File: config.mk
export PLATFORM = sky130hd
export DESIGN_NAME = riio_gpo_drv_ctrl
export DESIGN_NICKNAME = d
export VERILOG_FILES = /design/src/rtl/riio_gpo_drv_ctrl.sv
export SDC_FILE = /design/constraint.sdc
export NUM_CORES = 1
export LEC_CHECK = 0
export CORE_ASPECT_RATIO = 0.7
export CORE_UTILIZATION = 35
export DETAILED_ROUTE_END_ITERATION = 6
export PLACE_DENSITY_LB_ADDON = 0.05
export SYNTH_ARGS = -nofsm -noshare
export SYNTH_HDL_FRONTEND = slang
export SYNTH_SLANG_ARGS = --single-unit
File: constraint.sdc
create_clock -name CLK_I -period 1.85 [get_ports CLK_I]
set_input_delay 0.4625 -clock CLK_I [delete_from_list [all_inputs] [get_ports CLK_I]]
set_output_delay 0.4625 -clock CLK_I [all_outputs]
set_load 0.02 [all_outputs]
File: src/rtl/riio_gpo_drv_ctrl.sv
// GPIO pad output sequencer: orders DO/DS and OE updates so the pad never glitches.
// Optional loopback contention check enabled by defining RIIO_GPO_LOOPBACK_CHK_EN.
module riio_gpo_drv_ctrl #(
    parameter int SETUP_CYC = 2,
    parameter int HOLD_CYC  = 2,
    parameter int CHK_DLY   = 3,
    parameter int CNT_W     = 4
) (
    input  logic       CLK_I,
    input  logic       RSTN_I,
    input  logic       REQ_VALID_I,
    output logic       REQ_READY_O,
    input  logic       REQ_DATA_I,
    input  logic       REQ_OE_I,
    input  logic [1:0] REQ_DS_I,
    input  logic       OD_MODE_I,
    output logic       PAD_DO_O,
    output logic       PAD_OE_O,
    output logic [1:0] PAD_DS_O,
    input  logic       PAD_DI_I,
    output logic       BUSY_O,
    output logic       ERR_O,
    input  logic       ERR_CLR_I
);

    typedef enum logic [1:0] {
        IDLE,
        SETUP,
        HOLD
`ifdef RIIO_GPO_LOOPBACK_CHK_EN
        , CHECK
`endif
    } state_t;

    localparam logic [CNT_W-1:0] SETUP_LAST = CNT_W'(SETUP_CYC - 1);
    localparam logic [CNT_W-1:0] HOLD_LAST  = CNT_W'(HOLD_CYC - 1);

    state_t           state_q, state_d;
    logic [CNT_W-1:0] cnt_q, cnt_d;
    logic             do_q, do_d, oe_q, oe_d;
    logic [1:0]       ds_q, ds_d;
    logic             pend_do_q, pend_do_d;
    logic [1:0]       pend_ds_q, pend_ds_d;
    logic             oe_n, do_n;
    logic             err_set;

    // Open-drain drives low by enabling the pad; a high level is released via OE.
    assign oe_n = OD_MODE_I ? ~REQ_DATA_I : REQ_OE_I;
    assign do_n = OD_MODE_I ? 1'b0 : REQ_DATA_I;

    always_comb begin
        // NOTE: every signal assigned here gets a default first so no latch is inferred.
        state_d   = state_q;
        cnt_d     = cnt_q;
        do_d      = do_q;
        oe_d      = oe_q;
        ds_d      = ds_q;
        pend_do_d = pend_do_q;
        pend_ds_d = pend_ds_q;
        err_set   = 1'b0;
        case (state_q)
            IDLE: begin
                if (REQ_VALID_I) begin
                    cnt_d = '0;
                    if (!oe_q && oe_n) begin
                        do_d    = do_n;
                        ds_d    = REQ_DS_I;
                        state_d = SETUP;
                    end else if (oe_q && !oe_n) begin
                        oe_d      = 1'b0;
                        pend_do_d = do_n;
                        pend_ds_d = REQ_DS_I;
                        state_d   = HOLD;
                    end else begin
                        do_d = do_n;
                        ds_d = REQ_DS_I;
`ifdef RIIO_GPO_LOOPBACK_CHK_EN
                        if (oe_n) state_d = CHECK;
`endif
                    end
                end
            end
            SETUP: begin
                cnt_d = cnt_q + CNT_W'(1);
                if (cnt_q == SETUP_LAST) begin
                    oe_d  = 1'b1;
                    cnt_d = '0;
`ifdef RIIO_GPO_LOOPBACK_CHK_EN
                    state_d = CHECK;
`else
                    state_d = IDLE;
`endif
                end
            end
            HOLD: begin
                cnt_d = cnt_q + CNT_W'(1);
                if (cnt_q == HOLD_LAST) begin
                    do_d    = pend_do_q;
                    ds_d    = pend_ds_q;
                    state_d = IDLE;
                end
            end
`ifdef RIIO_GPO_LOOPBACK_CHK_EN
            CHECK: begin
                cnt_d = cnt_q + CNT_W'(1);
                if (cnt_q == CNT_W'(CHK_DLY - 1)) begin
                    err_set = oe_q && (PAD_DI_I != do_q);
                    state_d = IDLE;
                end
            end
`endif
            default: state_d = IDLE;
        endcase
    end

    always_ff @(posedge CLK_I or negedge RSTN_I) begin
        if (!RSTN_I) begin
            state_q   <= IDLE;
            cnt_q     <= '0;
            do_q      <= 1'b0;
            oe_q      <= 1'b0;
            ds_q      <= 2'd0;
            pend_do_q <= 1'b0;
            pend_ds_q <= 2'd0;
        end else begin
            // NOTE: non-blocking assignments so all state updates see pre-edge values.
            state_q   <= state_d;
            cnt_q     <= cnt_d;
            do_q      <= do_d;
            oe_q      <= oe_d;
            ds_q      <= ds_d;
            pend_do_q <= pend_do_d;
            pend_ds_q <= pend_ds_d;
        end
    end

`ifdef RIIO_GPO_LOOPBACK_CHK_EN
    logic err_q;
    // Set has priority so a contention seen in the clearing cycle is not lost.
    always_ff @(posedge CLK_I or negedge RSTN_I) begin
        if (!RSTN_I)        err_q <= 1'b0;
        else if (err_set)   err_q <= 1'b1;
        else if (ERR_CLR_I) err_q <= 1'b0;
    end
    assign ERR_O = err_q;
`else
    logic unused_ok;
    assign unused_ok = ^{PAD_DI_I, ERR_CLR_I, err_set, CNT_W'(CHK_DLY)};
    assign ERR_O     = 1'b0;
`endif

    assign REQ_READY_O = (state_q == IDLE);
    assign BUSY_O      = (state_q != IDLE);
    assign PAD_DO_O    = do_q;
    assign PAD_OE_O    = oe_q;
    assign PAD_DS_O    = ds_q;

endmodule

After elaboration in Yosys (flattened, before gate mapping)
Cells that the tools add are included.

Bits in registers: 13. Input bits: 10. Output and inout bits: 7. Word-level logic and storage cells: 61.

$add $sub $neg: 1. Eq/ne operators: 11. Muxes and demuxes: 25. Bitwise gates (word level): 2. Reductions and logical operators: 15.

Operator list (count): 2-to-1 mux 2 bit (8); one-hot mux 4 bit (3 select lines) (1); 2-to-1 mux 1 bit (10); 2-to-1 mux 4 bit (2); inequality test 2 bit (second input constant) (4); one-hot mux 2 bit (2 select lines) (2); AND reduction 4 bit (2); nonzero test 2 bit (3); AND reduction 5 bit (1); adder 4 x 1 -> 4 bit (second input constant) (1); == test 4 x 1 -> 1 bit (second input constant) (1); inequality test 2 x 1 -> 1 bit (second input constant) (2); one-hot mux 1 bit (2 select lines) (2); inequality test 3 x 1 -> 1 bit (second input constant) (1); inequality test 3 bit (second input constant) (1); AND reduction 3 bit (1); nonzero test 3 bit (1); == test 2 x 1 -> 1 bit (second input constant) (1); == test 2 bit (second input constant) (1); logical AND 1 bit (2); zero test 1 bit (2); zero test 2 bit (1); NOT 1 bit (2); AND reduction 2 bit (1); OR reduction 2 bit (1).

Longest topological paths before layout
Word-level depth: 8. Mapped depth: 7. Mapped depth without buffers: 6.

Least setup slack after synthesis
Ideal clock, no wire load.

Kind: reg2reg. Start point: register state_q[0]. End point: register pend_ds_q[0]. Library setup time: 0.125 ns. Arrival: 1.680 ns. Data required time: 1.725 ns. Slack: 0.045 ns. Stages on the path, launching flop included: 6. Path buffers: 0. Clock period less this slack: 1.805 ns. Path through: dfrtp_1 > inv_1 > ha_1 > nand3_1 > nor3_1 > mux2_2.

Word-level cells in the longest chain between the ends: 2.

RTL lines: from (decl) (RTL line 38) `state_t state_q, state_d;`; from (signal assigned) (RTL line 127) `state_q <= state_d;`; zero test 2 bit; net REQ_READY_O (RTL line 12) `output logic REQ_READY_O,`; AND reduction 4 bit (no line); to (signal assigned) (RTL line 133) `pend_ds_q <= pend_ds_d;`; to (decl) (RTL line 43) `logic [1:0] pend_ds_q, pend_ds_d;`.

The timed path passes the listed nets, and every way through them passes these cells. A chain may end at the register's enable or synchronous reset.

Worst setup path in the final report
Start point: register state_q[1]. End point: register cnt_q[3].

Word-level cells in the longest chain between the ends: 3. Elaborated cells on any way between the ends: 7. Those cells by class: eq/ne (3); mux (1); reduce/logical (3).

RTL lines: == test 2 bit (tied with other cells) (RTL line 61) `case (state_q)`; nonzero test 3 bit (no line) or inequality test 2 bit (tied branches); AND reduction 2 bit (no line); to (signal assigned) (RTL line 128) `cnt_q <= cnt_d;`; to (decl) (RTL line 39) `logic [CNT_W-1:0] cnt_q, cnt_d;`.

Several ways; a longest one is shown, not always the timed one.

==> metrics.md <==
| Metric | Value |
|---|---|
| Outcome | `finished, final reports clean` |
| Layout cells sized above 1 | `29.13%` |
| Final WS setup | `0.05423 ns` |
| I/O Buffers | `13` |
| Die area | `0.002505 sq mm` |
| Netlist cell types | `33` |
| Yosys warnings | `0` |
| Largest net degree at the start of global routing | `14` |
| GRT overflow | `0` |
| Final setup fails | `0` |
| H-tree depth | `1` |
| Max-Cap Viols | `0` |
| Antenna viol nets, final | `0` |
| Via Count | `662` |
| Antenna Cells | `0` |
| Area grow syn2layout | `34.26%` |
| Ranking of synthesized cells by area | `dfrtp_1 (40%), mux2_2 (9.8%), ha_1 (9.3%)` |
| Worst Setup End Kind | `flip-flop` |
| Num rows | `14` |
| Yosys reg bits | `13` |
| Die width | `59.40 um` |
| RSZ-0062 raised after global routing | `false` |
| P_leak | `0.0005013 uW` |
| CTS tree | `done` |
| Core area | `0.002155 sq mm` |
| FFs w/ async S/R, synth | `100.0%` |
| Cells after Synth | `77` |
| Layout Nets | `120` |
| Initial DRC Count | `18` |
| Placed standard-cell area | `0.001047 sq mm` |
| Fin. max-slew vios | `0` |
| Clk_skew | `0.008665 ns` |
| Seq/Total Area, Yosys | `40.31%` |
| Post-synthesis cell area | `807.0 sq um` |
| Clock buffer depth | `2` |
| I/O pin total | `17` |
| Required time of the critical path | `2.01 ns` |
| Ys flop type | `dfrtp_1` |
| Worst skew pair latency | `0.29 ns` |
| Final core utilization | `50.29%` |
| Peak VDD IR | `0.7494 mV` |
| Synth area leader | `dfrtp_1` |
| Crit path DAT | `1.96 ns` |
| Fmax | `556.9 MHz` |
| Min cycle time layout | `1.796 ns` |
| Post-synth EDFFs | `0` |
| Gpl congestion | `0.6922` |
| Clock root cell | `clkbuf_4` |
| Routed wire length | `1677 um` |
| Crit Path Max Fanout | `6` |
| Synthesized Nets | `93` |
| Final Cell Area | `0.001084 sq mm` |
| Synth cell count leaders | `dfrtp_1 (13), inv_1 (7), mux2_2 (7)` |
| Total track usage | `15.10%` |
| CTS Buf Count | `3` |
| Via/cell ratio | `4.904` |
| Die Y | `42.18 um` |
| Syn avg cell area | `10.48 sq um` |
| Vias in the first global route | `630` |
| Tcrit/Tclk final | `97.07%` |
| Non-Filler Instances | `135` |
| Synth top area share | `40.31%` |
| CP Class | `flip-flop to flip-flop` |
| Initial core utilization | `37.46%` |
| Clock sinks | `13` |
| DRC | `0` |
| Detailed-placement wirelength estimate | `1224 um` |
| Routed length per instance | `12.42 um` |
| Pwr Density | `1485 mW/mm^2` |
| Clock slew at reported path FFs | `0.09 ns` |
| Setup WS pre-CTS | `-0.1561 ns` |
| Critical Path Start | `state_q[1]` |
| Post_cts resized | `2` |
| Post-Place Cells | `131` |
| Total power | `1609 uW` |
| Launch point of the worst reg-to-reg path | `state_q[1]` |
| First-pass GRT wire length | `2739 um` |
| Most frequent cell after synthesis | `dfrtp_1` |
| Post-CTS Setup Repair Bufs | `0` |
| Initial antenna violation count | `0` |
| Setup crit start kind | `flip-flop` |
| Hold_buf cts | `0` |
| Detailed-router iteration count before antenna repair | `4` |
| Hold Path Class | `input port to async pin` |
| Endpoints failing hold | `0` |
placed cells by master, fill, tap and decap left out, types with 2 or more instances in the layout:
master and n:
nand3_1 3, inv_1 7, a21o_1 3, nand2b_1 3
ha_1 5, mux2_2 7, nor2b_1 2, o21ai_0 3
clkbuf_4 3, nor3_1 3, dfrtp_1 13, buf_4 13
clkdlybuf4s50_1 11, nand2_1 4
worst max-delay path, cell delays in order (launching register included):
cell and delay (ns):
dfrtp_1 0.40, buf_4 0.15, ha_1 0.21, or4b_4 0.51, o211ai_4 0.14, a2bb2oi_1 0.19, o41ai_1 0.08
final timing paths:
check	slack, ns	endpoint	cells past startpoint
max in group asynchronous	1.20	cnt_q[0]	2
min in group CLK_I	0.51	pend_ds_q[0]	1
worst max register to register	0.05	cnt_q[3]	6
worst min register to register	0.51	pend_ds_q[0]	1
worst min-delay path	0.48	PAD_OE_O	2
worst max-delay path	0.05	cnt_q[3]	6
kinds of logic (layout without fill, tap and decap cells):
kind of cell               count (synthesis)  count (layout)  share of synthesized area [%]
and+or+nand+nor                           20              20                          14.73
AOI/OAI and AO/OA                         17              17                          16.44
DFF                                       13              13                          40.31
buffers and inverters                     11              37                          6.666
muxes                                      8               8                          11.01
adders and majority gates                  6               6                          9.302
other                                      1               1                         0.4647
xor gates and xnor gates                   1               1                          1.085
metrics by stage:
stage	setup TNS [ns]	hold WS (ns)
4_1_cts	0	0.4809
3_3_place_gp	-0.6297	0.4879
6_report	0	0.4777
5_1_grt	0	0.4727
3_5_place_dp	-0.8069	0.4933
2_1_floorplan	0	0.1669
sequential cells by signal, summed over array words and instances (netlist names):
name       flops
PAD_DS_O       2
PAD_DO_O       1
cnt_q          4
state_q        2
pend_ds_q      2
PAD_OE_O       1
pend_do_q      1
layer usage:
layer | vias to the layer above | GRT usage, % | part of all wire [%]
met5 | - | 0 | 0
met4 | 0 | 4.762 | 0.78
met3 | 2 | 7.099 | 3.8
met2 | 10 | 21.12 | 44
met1 | 324 | 20.39 | 52
li1 | 326 | - | -
report_power, final:
| group | switching, uW | internal [uW] |
|---|---|---|
| clock network | 104 | 80.3 |
| registers | 60.6 | 391 |
| logic | 476 | 497 |
final cells by class:
class	count	area, sq um
Clock buffer	3	22.52
Clock inverter	1	5.005
Fill cell	207	1071
Inverter	7	26.28
Multi-Input combinational cell	53	442.9
Sequential cell	13	325.3
Tap cell	32	40.04
Timing Repair Buffer	26	221.5
(Power assumes the default switching activity.)
